File: config.mk
export PLATFORM = sky130hd
export DESIGN_NAME = fifo_3x3
export DESIGN_NICKNAME = d
export VERILOG_FILES = /design/src/rtl/fifo_3x3_pkg.sv /design/src/rtl/fifo_3x3_line_buffer.sv /design/src/rtl/fifo_3x3.sv
export SDC_FILE = /design/constraint.sdc
export NUM_CORES = 2
export LEC_CHECK = 0
export CAP_MARGIN = 40
export CELL_PAD_IN_SITES_DETAIL_PLACEMENT = 2
export CELL_PAD_IN_SITES_GLOBAL_PLACEMENT = 2
export CORE_MARGIN = 3
export CORE_UTILIZATION = 53
export DETAILED_ROUTE_END_ITERATION = 6
export PLACE_DENSITY_LB_ADDON = 0.3
export SLEW_MARGIN = 10
export SYNTH_ARGS = -nofsm -noshare
export SYNTH_HDL_FRONTEND = slang
export SYNTH_SLANG_ARGS = --single-unit
export TNS_END_PERCENT = 10
File: constraint.sdc
create_clock -name clock -period 156 [get_ports clock]
set_input_delay 39 -clock clock [delete_from_list [all_inputs] [get_ports clock]]
set_output_delay 39 -clock clock [all_outputs]
set_load 0.02 [all_outputs]
File: src/rtl/fifo_3x3_pkg.sv
// Shared types and sizing helpers for the 3x3 sliding-window generator.
// Column counters and line-buffer addresses are sized from MAX_WIDTH.
package fifo_3x3_pkg;

  localparam int MAX_WIDTH_DEF = 2048;

  function automatic int col_aw(input int max_width);
    return (max_width > 2) ? $clog2(max_width) : 1;
  endfunction

  localparam int COL_AW = col_aw(MAX_WIDTH_DEF);

  typedef logic [COL_AW-1:0] col_t;
  typedef logic [1:0]        row_t;

  localparam row_t ROW_LAST = 2'd2;

endpackage

File: src/rtl/fifo_3x3_line_buffer.sv
// Single-port line buffer: asynchronous read of the addressed entry and a
// synchronous write to the same entry, giving read-before-write per edge.
module fifo_3x3_line_buffer
  import fifo_3x3_pkg::*;
#(
  parameter int N     = 1,
  parameter int DEPTH = MAX_WIDTH_DEF,
  parameter int AW    = col_aw(DEPTH)
) (
  input  logic          clock,
  input  logic          we,
  input  logic [AW-1:0] addr,
  input  logic [N-1:0]  wr_data,
  output logic [N-1:0]  rd_data
);

  // Contents are deliberately not reset; the valid logic never exposes stale lines.
  logic [N-1:0] mem_q [DEPTH];

  assign rd_data = mem_q[addr];

  always_ff @(posedge clock) begin
    if (we) begin
      mem_q[addr] <= wr_data;
    end
  end

endmodule

File: src/rtl/fifo_3x3.sv
// 3x3 sliding-window generator over raster-scan pixels using two line buffers.
// Build option FIFO_3X3_EDGE_MASK_EN suppresses windows straddling a line wrap.
module fifo_3x3
  import fifo_3x3_pkg::*;
#(
  parameter int N         = 1,
  parameter int MAX_WIDTH = MAX_WIDTH_DEF
) (
  input  logic         clock,
  input  logic         reset_n,
  input  logic [15:0]  width,
  input  logic         read,
  input  logic [N-1:0] pi,
  output logic [N-1:0] po00,
  output logic [N-1:0] po01,
  output logic [N-1:0] po02,
  output logic [N-1:0] po10,
  output logic [N-1:0] po11,
  output logic [N-1:0] po12,
  output logic [N-1:0] po20,
  output logic [N-1:0] po21,
  output logic [N-1:0] po22,
  output logic         valid
);

  localparam int AW = col_aw(MAX_WIDTH);

  logic [AW-1:0] col_q, col_d;
  row_t          row_q, row_d;
  logic          valid_q, valid_d;
  logic [N-1:0]  win_q [3][3];
  logic [N-1:0]  win_d [3][3];

  logic [15:0]   col_ext;
  logic          width_ok;
  logic          window_full;
  logic          lb_we;
  logic [N-1:0]  lb_a_rd;
  logic [N-1:0]  lb_b_rd;

  assign col_ext     = 16'(col_q);
  assign width_ok    = (width >= 16'd3);
  assign window_full = (row_q == ROW_LAST) && (col_ext >= 16'd2);
  assign lb_we       = read & reset_n;

  fifo_3x3_line_buffer #(
    .N     (N),
    .DEPTH (MAX_WIDTH),
    .AW    (AW)
  ) u_lb_a (
    .clock   (clock),
    .we      (lb_we),
    .addr    (col_q),
    .wr_data (pi),
    .rd_data (lb_a_rd)
  );

  // Line B is fed from line A's old output, so it lags one more line.
  fifo_3x3_line_buffer #(
    .N     (N),
    .DEPTH (MAX_WIDTH),
    .AW    (AW)
  ) u_lb_b (
    .clock   (clock),
    .we      (lb_we),
    .addr    (col_q),
    .wr_data (lb_a_rd),
    .rd_data (lb_b_rd)
  );

`ifdef FIFO_3X3_EDGE_MASK_EN
  always_comb begin
    valid_d = read && width_ok && window_full;
  end
`else
  // Once the first full window is seen, wrap-around windows are also flagged.
  logic primed_q, primed_d;

  always_comb begin
    primed_d = primed_q | (read && width_ok && window_full);
    valid_d  = read && width_ok && (row_q == ROW_LAST) &&
               ((col_ext >= 16'd2) || primed_q);
  end

  always_ff @(posedge clock) begin
    if (!reset_n) begin
      primed_q <= 1'b0;
    end else begin
      primed_q <= primed_d;
    end
  end
`endif

  always_comb begin
    col_d = col_q;
    row_d = row_q;
    win_d = win_q;
    if (read) begin
      if (col_ext == width - 16'd1) begin
        col_d = '0;
        row_d = (row_q == ROW_LAST) ? ROW_LAST : row_q + 2'd1;
      end else begin
        col_d = col_q + AW'(1);
      end
      for (int r = 0; r < 3; r++) begin
        win_d[r][0] = win_q[r][1];
        win_d[r][1] = win_q[r][2];
      end
      win_d[2][2] = pi;
      win_d[1][2] = lb_a_rd;
      win_d[0][2] = lb_b_rd;
    end
  end

  always_ff @(posedge clock) begin
    if (!reset_n) begin
      col_q   <= '0;
      row_q   <= '0;
      valid_q <= 1'b0;
      for (int r = 0; r < 3; r++) begin
        for (int c = 0; c < 3; c++) begin
          win_q[r][c] <= '0;
        end
      end
    end else begin
      col_q   <= col_d;
      row_q   <= row_d;
      valid_q <= valid_d;
      win_q   <= win_d;
    end
  end

  assign po00  = win_q[0][0];
  assign po01  = win_q[0][1];
  assign po02  = win_q[0][2];
  assign po10  = win_q[1][0];
  assign po11  = win_q[1][1];
  assign po12  = win_q[1][2];
  assign po20  = win_q[2][0];
  assign po21  = win_q[2][1];
  assign po22  = win_q[2][2];
  assign valid = valid_q;

endmodule

==> results of run 1 <==
cells in the mapped netlist, types with 10 or more instances:
master | count | area share [%]
a211oi_1 | 19 | 0.085
a21oi_1 | 71 | 0.21
a221oi_1 | 13 | 0.068
a22o_1 | 13 | 0.068
a22oi_1 | 344 | 1.5
a31oi_1 | 12 | 0.045
and2_1 | 13 | 0.049
and3_1 | 14 | 0.052
buf_1 | 93 | 0.21
buf_12 | 19 | 0.23
buf_2 | 69 | 0.21
buf_4 | 20 | 0.090
buf_6 | 26 | 0.18
buf_8 | 22 | 0.20
clkbuf_1 | 543 | 1.2
dfxtp_1 | 35 | 0.42
edfxtp_1 | 4096 | 74
inv_1 | 13 | 0.029
mux2i_1 | 264 | 1.6
mux4_1 | 10 | 0.16
mux4_2 | 910 | 12
nand2_1 | 172 | 0.39
nand2b_1 | 10 | 0.037
nand3_1 | 25 | 0.075
nand3b_1 | 11 | 0.049
nand4_1 | 86 | 0.32
nor2_1 | 2106 | 4.7
nor2b_1 | 24 | 0.090
nor3_1 | 37 | 0.11
nor3b_1 | 11 | 0.049
nor4_1 | 20 | 0.075
o211ai_1 | 18 | 0.081
o21ai_0 | 48 | 0.14
o21ai_1 | 10 | 0.030
o221ai_1 | 76 | 0.40
o22ai_1 | 43 | 0.16
xnor2_1 | 22 | 0.12
cells by family after synthesis:
kind of cell / share of synthesized area [%]
AND/OR/NAND/NOR: 6.18
AO/OA/AOI/OAI: 3.16
adder cells (fa/ha/maj): 0.0599
XOR/XNOR: 0.147
buffers and inverters: 2.36
multiplexers: 14.1
flip-flops: 74.0
metrics by stage:
stage	instance area, µm²	hold slack, ns	setup WS, ns	instances
after floorplan	167000	0.423	82.49	9456
after global placement	171000	0.437	112.58	13078
==> reports/summary.txt, run 1 <==
outcome -> stopped before the end
Stopped at -> detailed placement (3_5_place_dp)
First Err -> [ERROR DPL-0033] detailed placement checks failed during check placement.
Syn Inst Count -> 9456
Die H -> 568 µm
Synth Flop Type -> edfxtp_1
asr flop ratio synth -> 0%
Seq/Total Area, Yosys -> 74.0%
Mapped Area -> 0.167 mm²
number of synthesized register bits -> 4131
IO Count -> 30
Post-synth EDFFs -> 4096
Distinct cells, synth -> 80
Ys Warns -> 0
FP Rows -> 205
Post-DP HPWL -> 463000 µm
PortBufs -> 29
GPL Wtd Cong -> 0.849
Initial Utilization -> 53.4%
Die X -> 568 µm
Mapped Avg Cell Area -> 17.7 µm²
Post-Syn Nets -> 9484
==> inputs of run 2 (changes only) <==
--- a/config.mk
+++ b/config.mk
@@ -6,12 +6,10 @@
 export NUM_CORES = 2
 export LEC_CHECK = 0
 export CAP_MARGIN = 40
-export CELL_PAD_IN_SITES_DETAIL_PLACEMENT = 2
-export CELL_PAD_IN_SITES_GLOBAL_PLACEMENT = 2
 export CORE_MARGIN = 3
-export CORE_UTILIZATION = 53
+export CORE_UTILIZATION = 40
 export DETAILED_ROUTE_END_ITERATION = 6
-export PLACE_DENSITY_LB_ADDON = 0.3
+export PLACE_DENSITY_LB_ADDON = 0.15
 export SLEW_MARGIN = 10
 export SYNTH_ARGS = -nofsm -noshare
 export SYNTH_HDL_FRONTEND = slang
==> run 2 against run 1 <==
  * The flow now finishes, with violations (design-rule violations, max-slew violations)
  * Synthesized cell count stayed put
  * Area after synthesis stayed put
==> reports/summary.txt, run 2 <==
Adder-Cell Fraction of Synth Area -> 0.0599% (unchanged)
drt via density -> 6.13
final setup fails -> 0
Rel. slew slack -> -6.62%
Worst Hold Class -> register to register
Ys Warns -> 0 (unchanged)
# fillers -> 35463
largest family of logic cells by synthesized area -> multiplexers
post-CTS setup buffers -> 0
share of layout cells above drive strength 1 -> 20.6%
final wirelength -> 557000 µm
failing checks -> design-rule violations, max-slew violations
PortBufs -> 29 (unchanged)
Worst Max-Slew Pin Slew -> 1.60 ns
vias in the first global route -> 95615
crit-path leading delay family -> buffers and inverters
CP required -> 156.66 ns
Worst Skew -> 0.0801 ns
Die X -> 652 µm (+15%)
Distinct cells, synth -> 80 (unchanged)
worst skew pair latency -> 1.02 ns
most common cell after layout, fill and taps aside -> edfxtp_1
Simple-Gate Fraction of Synth Area -> 6.18% (unchanged)
CTS H-tree lvls -> 5
count leader, synth -> edfxtp_1
clk sinks -> 4131
Post-synth EDFFs -> 4096 (unchanged)
first-pass GRT wire length -> 767000 µm
# resized after CTS -> 0
Die H -> 652 µm (+15%)
total CTS buffers -> 438
critical path endpoint category -> register
post-synthesis to final-layout area growth -> 13.7%
FP Rows -> 236 (+15%)
Slowest cell on crit path -> buf_4
P_leak -> 55.6 nW
Synth area leaders -> edfxtp_1, mux4_2, nor2_1, mux2i_1, a22oi_1
final slew viol count -> 81
post-synth top area cell -> edfxtp_1
total power -> 2.41 mW
setup tns final -> 0 ns
Clock Tree Root -> clkbuf_16
Mapped Avg Cell Area -> 17.7 µm² (unchanged)
RSZ-0062 raised after global routing -> no
GR Overflow Total -> 0
CTS clk-pin slew, worst paths -> 0.06 ns
Final period util -> 27.0%
outcome -> finished with violations
crit-path max cell delay -> 0.75 ns
Routed wire per std cell -> 36.2 µm
CP most frequent cell -> buf_4
worst vdd ir -> 0.0000104 V
hold_buf cts -> 0
CTS tree -> yes
Initial Utilization -> 40.3% (-13 points)
DRC Markers -> 4
max cap viols -> 0
Core ar. -> 0.415 mm²
CP arrival -> 42.85 ns
PwrDens -> 12.7 mW/mm²
CTS Buffer Depth -> 4
Startpoint Class -> input pin
Synth Flop Type -> edfxtp_1
Seq/Total Area, Yosys -> 74.0% (unchanged)
IO Count -> 30 (unchanged)
Mapped Area -> 0.167 mm² (unchanged)
gr usage total -> 25.8%
area share of the largest cell type after synthesis -> 73.6% (unchanged)
number of synthesized register bits -> 4131 (unchanged)
CP bufs+invs -> 8
initial antenna violation count -> 44
final hold vios -> 0
Post-DP HPWL -> 325000 µm (-30%)
Setup Crit Path Kind -> input pin to register
fraction of synthesized cell area in xor and xnor cells -> 0.147% (unchanged)
final net count -> 9566
commonest non-fill, non-tap cells in the layout -> edfxtp_1, nor2_1, mux4_2
top flop regs -> u_lb_a.mem_q x2048, u_lb_b.mem_q x2048, col_q x11
mux cell area share after synthesis -> 14.1% (unchanged)
crit path cell chain -> buf_12 > buf_12 > buf_4 > buf_16 > buf_4 > buf_16 > buf_4 > buf_4
GPL Wtd Cong -> 0.842 (-0.82%)
Via Count -> 94354
Post-Syn Nets -> 9484 (unchanged)
pin count of the biggest net entering global routing -> 241
Die ar. -> 0.426 mm²
detailed router's first-iteration violation count -> 13278
Syn Inst Count -> 9456 (unchanged)
Compound-Gate Fraction of Synth Area -> 3.16% (unchanged)
ANT nets after route -> 0
maximum fanout along the worst path -> 181
DR pass1 iterations -> 7
max frequency -> 0.0237 GHz
fin crit period -> 42.19 ns
Synth top cells by count -> edfxtp_1, nor2_1, mux4_2
asr flop ratio synth -> 0% (unchanged)
==> run 2: cell counts after synthesis <==
No cell type changed its count.
==> run 2: through the flow <==
stage | cells | setup slack [ns] | hold WS, ns | util (%) | cell area [µm²]
2_1_floorplan | 9456 | 82.49 | 0.423 | - | 167000
3_3_place_gp | 14433 | 112.00 | 0.511 | 41.7 | 173000
3_5_place_dp | 14561 | 112.22 | 0.523 | 42.4 | 176000
4_1_cts | 15368 | 113.32 | 0.533 | 45.8 | 190000
5_1_grt | 15380 | 113.62 | 0.563 | 45.8 | 190000
6_report | 15395 | 113.81 | 0.534 | 45.9 | 190000
==> run 2: where the power goes <==
part,switching [mW],internal [mW]
Sequential,0.00182,1.24
Clock,0.441,0.587
Combinational,0.0911,0.0518
==> run 2: cells by family (layout without fill, tap and decap cells) <==
group                    Yosys count  after routing
flip-flops                      4131           4131
AND/OR/NAND/NOR                 2561           2561
multiplexers                    1194           1194
buffers and inverters            809           1258
AO/OA/AOI/OAI                    725            725
XOR/XNOR                          28             28
adder cells (fa/ha/maj)            8              8
other                              0             16
==> run 2: worst paths after layout <==
check	to	cells after the start	startpoint	slack [ns]
setup / recovery	u_lb_a.mem_q[1813]$_DFFE_PP_	8	pi	113.81
hold / removal	po10$_SDFFE_PN0P_	2	po10$_SDFFE_PN0P_	0.53
setup reg to reg	u_lb_b.mem_q[142]$_DFFE_PP_	17	register	146.55
hold reg to reg	po10$_SDFFE_PN0P_	2	po10$_SDFFE_PN0P_	0.53
==> run 2: layout make-up <==
| cell class | count | area, µm² | share of cell area (%) |
|---|---|---|---|
| Inverter | 17 | 70.1 | 0.0369 |
| Clock inverter | 269 | 2530 | 1.33 |
| Timing Repair Buffer | 434 | 5420 | 2.85 |
| Tap cell | 5474 | 6850 | 3.60 |
| Clock buffer | 538 | 11500 | 6.06 |
| Antenna cell | 16 | 40.0 | 0.0211 |
| Sequential cell | 4131 | 124000 | 65.1 |
| Multi-Input combinational cell | 4516 | 40000 | 21.0 |
==> run 2: metal layers <==
layer  track usage (%)  share of wire [%]
met2              41.3                 47
met3              4.65                8.8
met4              9.37                4.0
met5                 0              0.030
met1              35.4                 40
==> run 2: worst reg2reg max path: stages, from the launching register on <==
cell	delay (ns)
dfxtp_4	0.81
buf_12	0.68
buf_4	0.72
buf_4	0.64
buf_4	0.78
mux2i_1	0.19
o221ai_1	0.35
o22ai_1	0.14
o21ai_0	0.21
nand4_1	0.74
nor4_1	0.95
a2111oi_2	0.16
a32oi_4	0.23
buf_4	0.42
buf_4	0.53
buf_4	0.55
buf_12	0.30
buf_4	0.68
No activity file was read; power rests on OpenSTA's default activity.
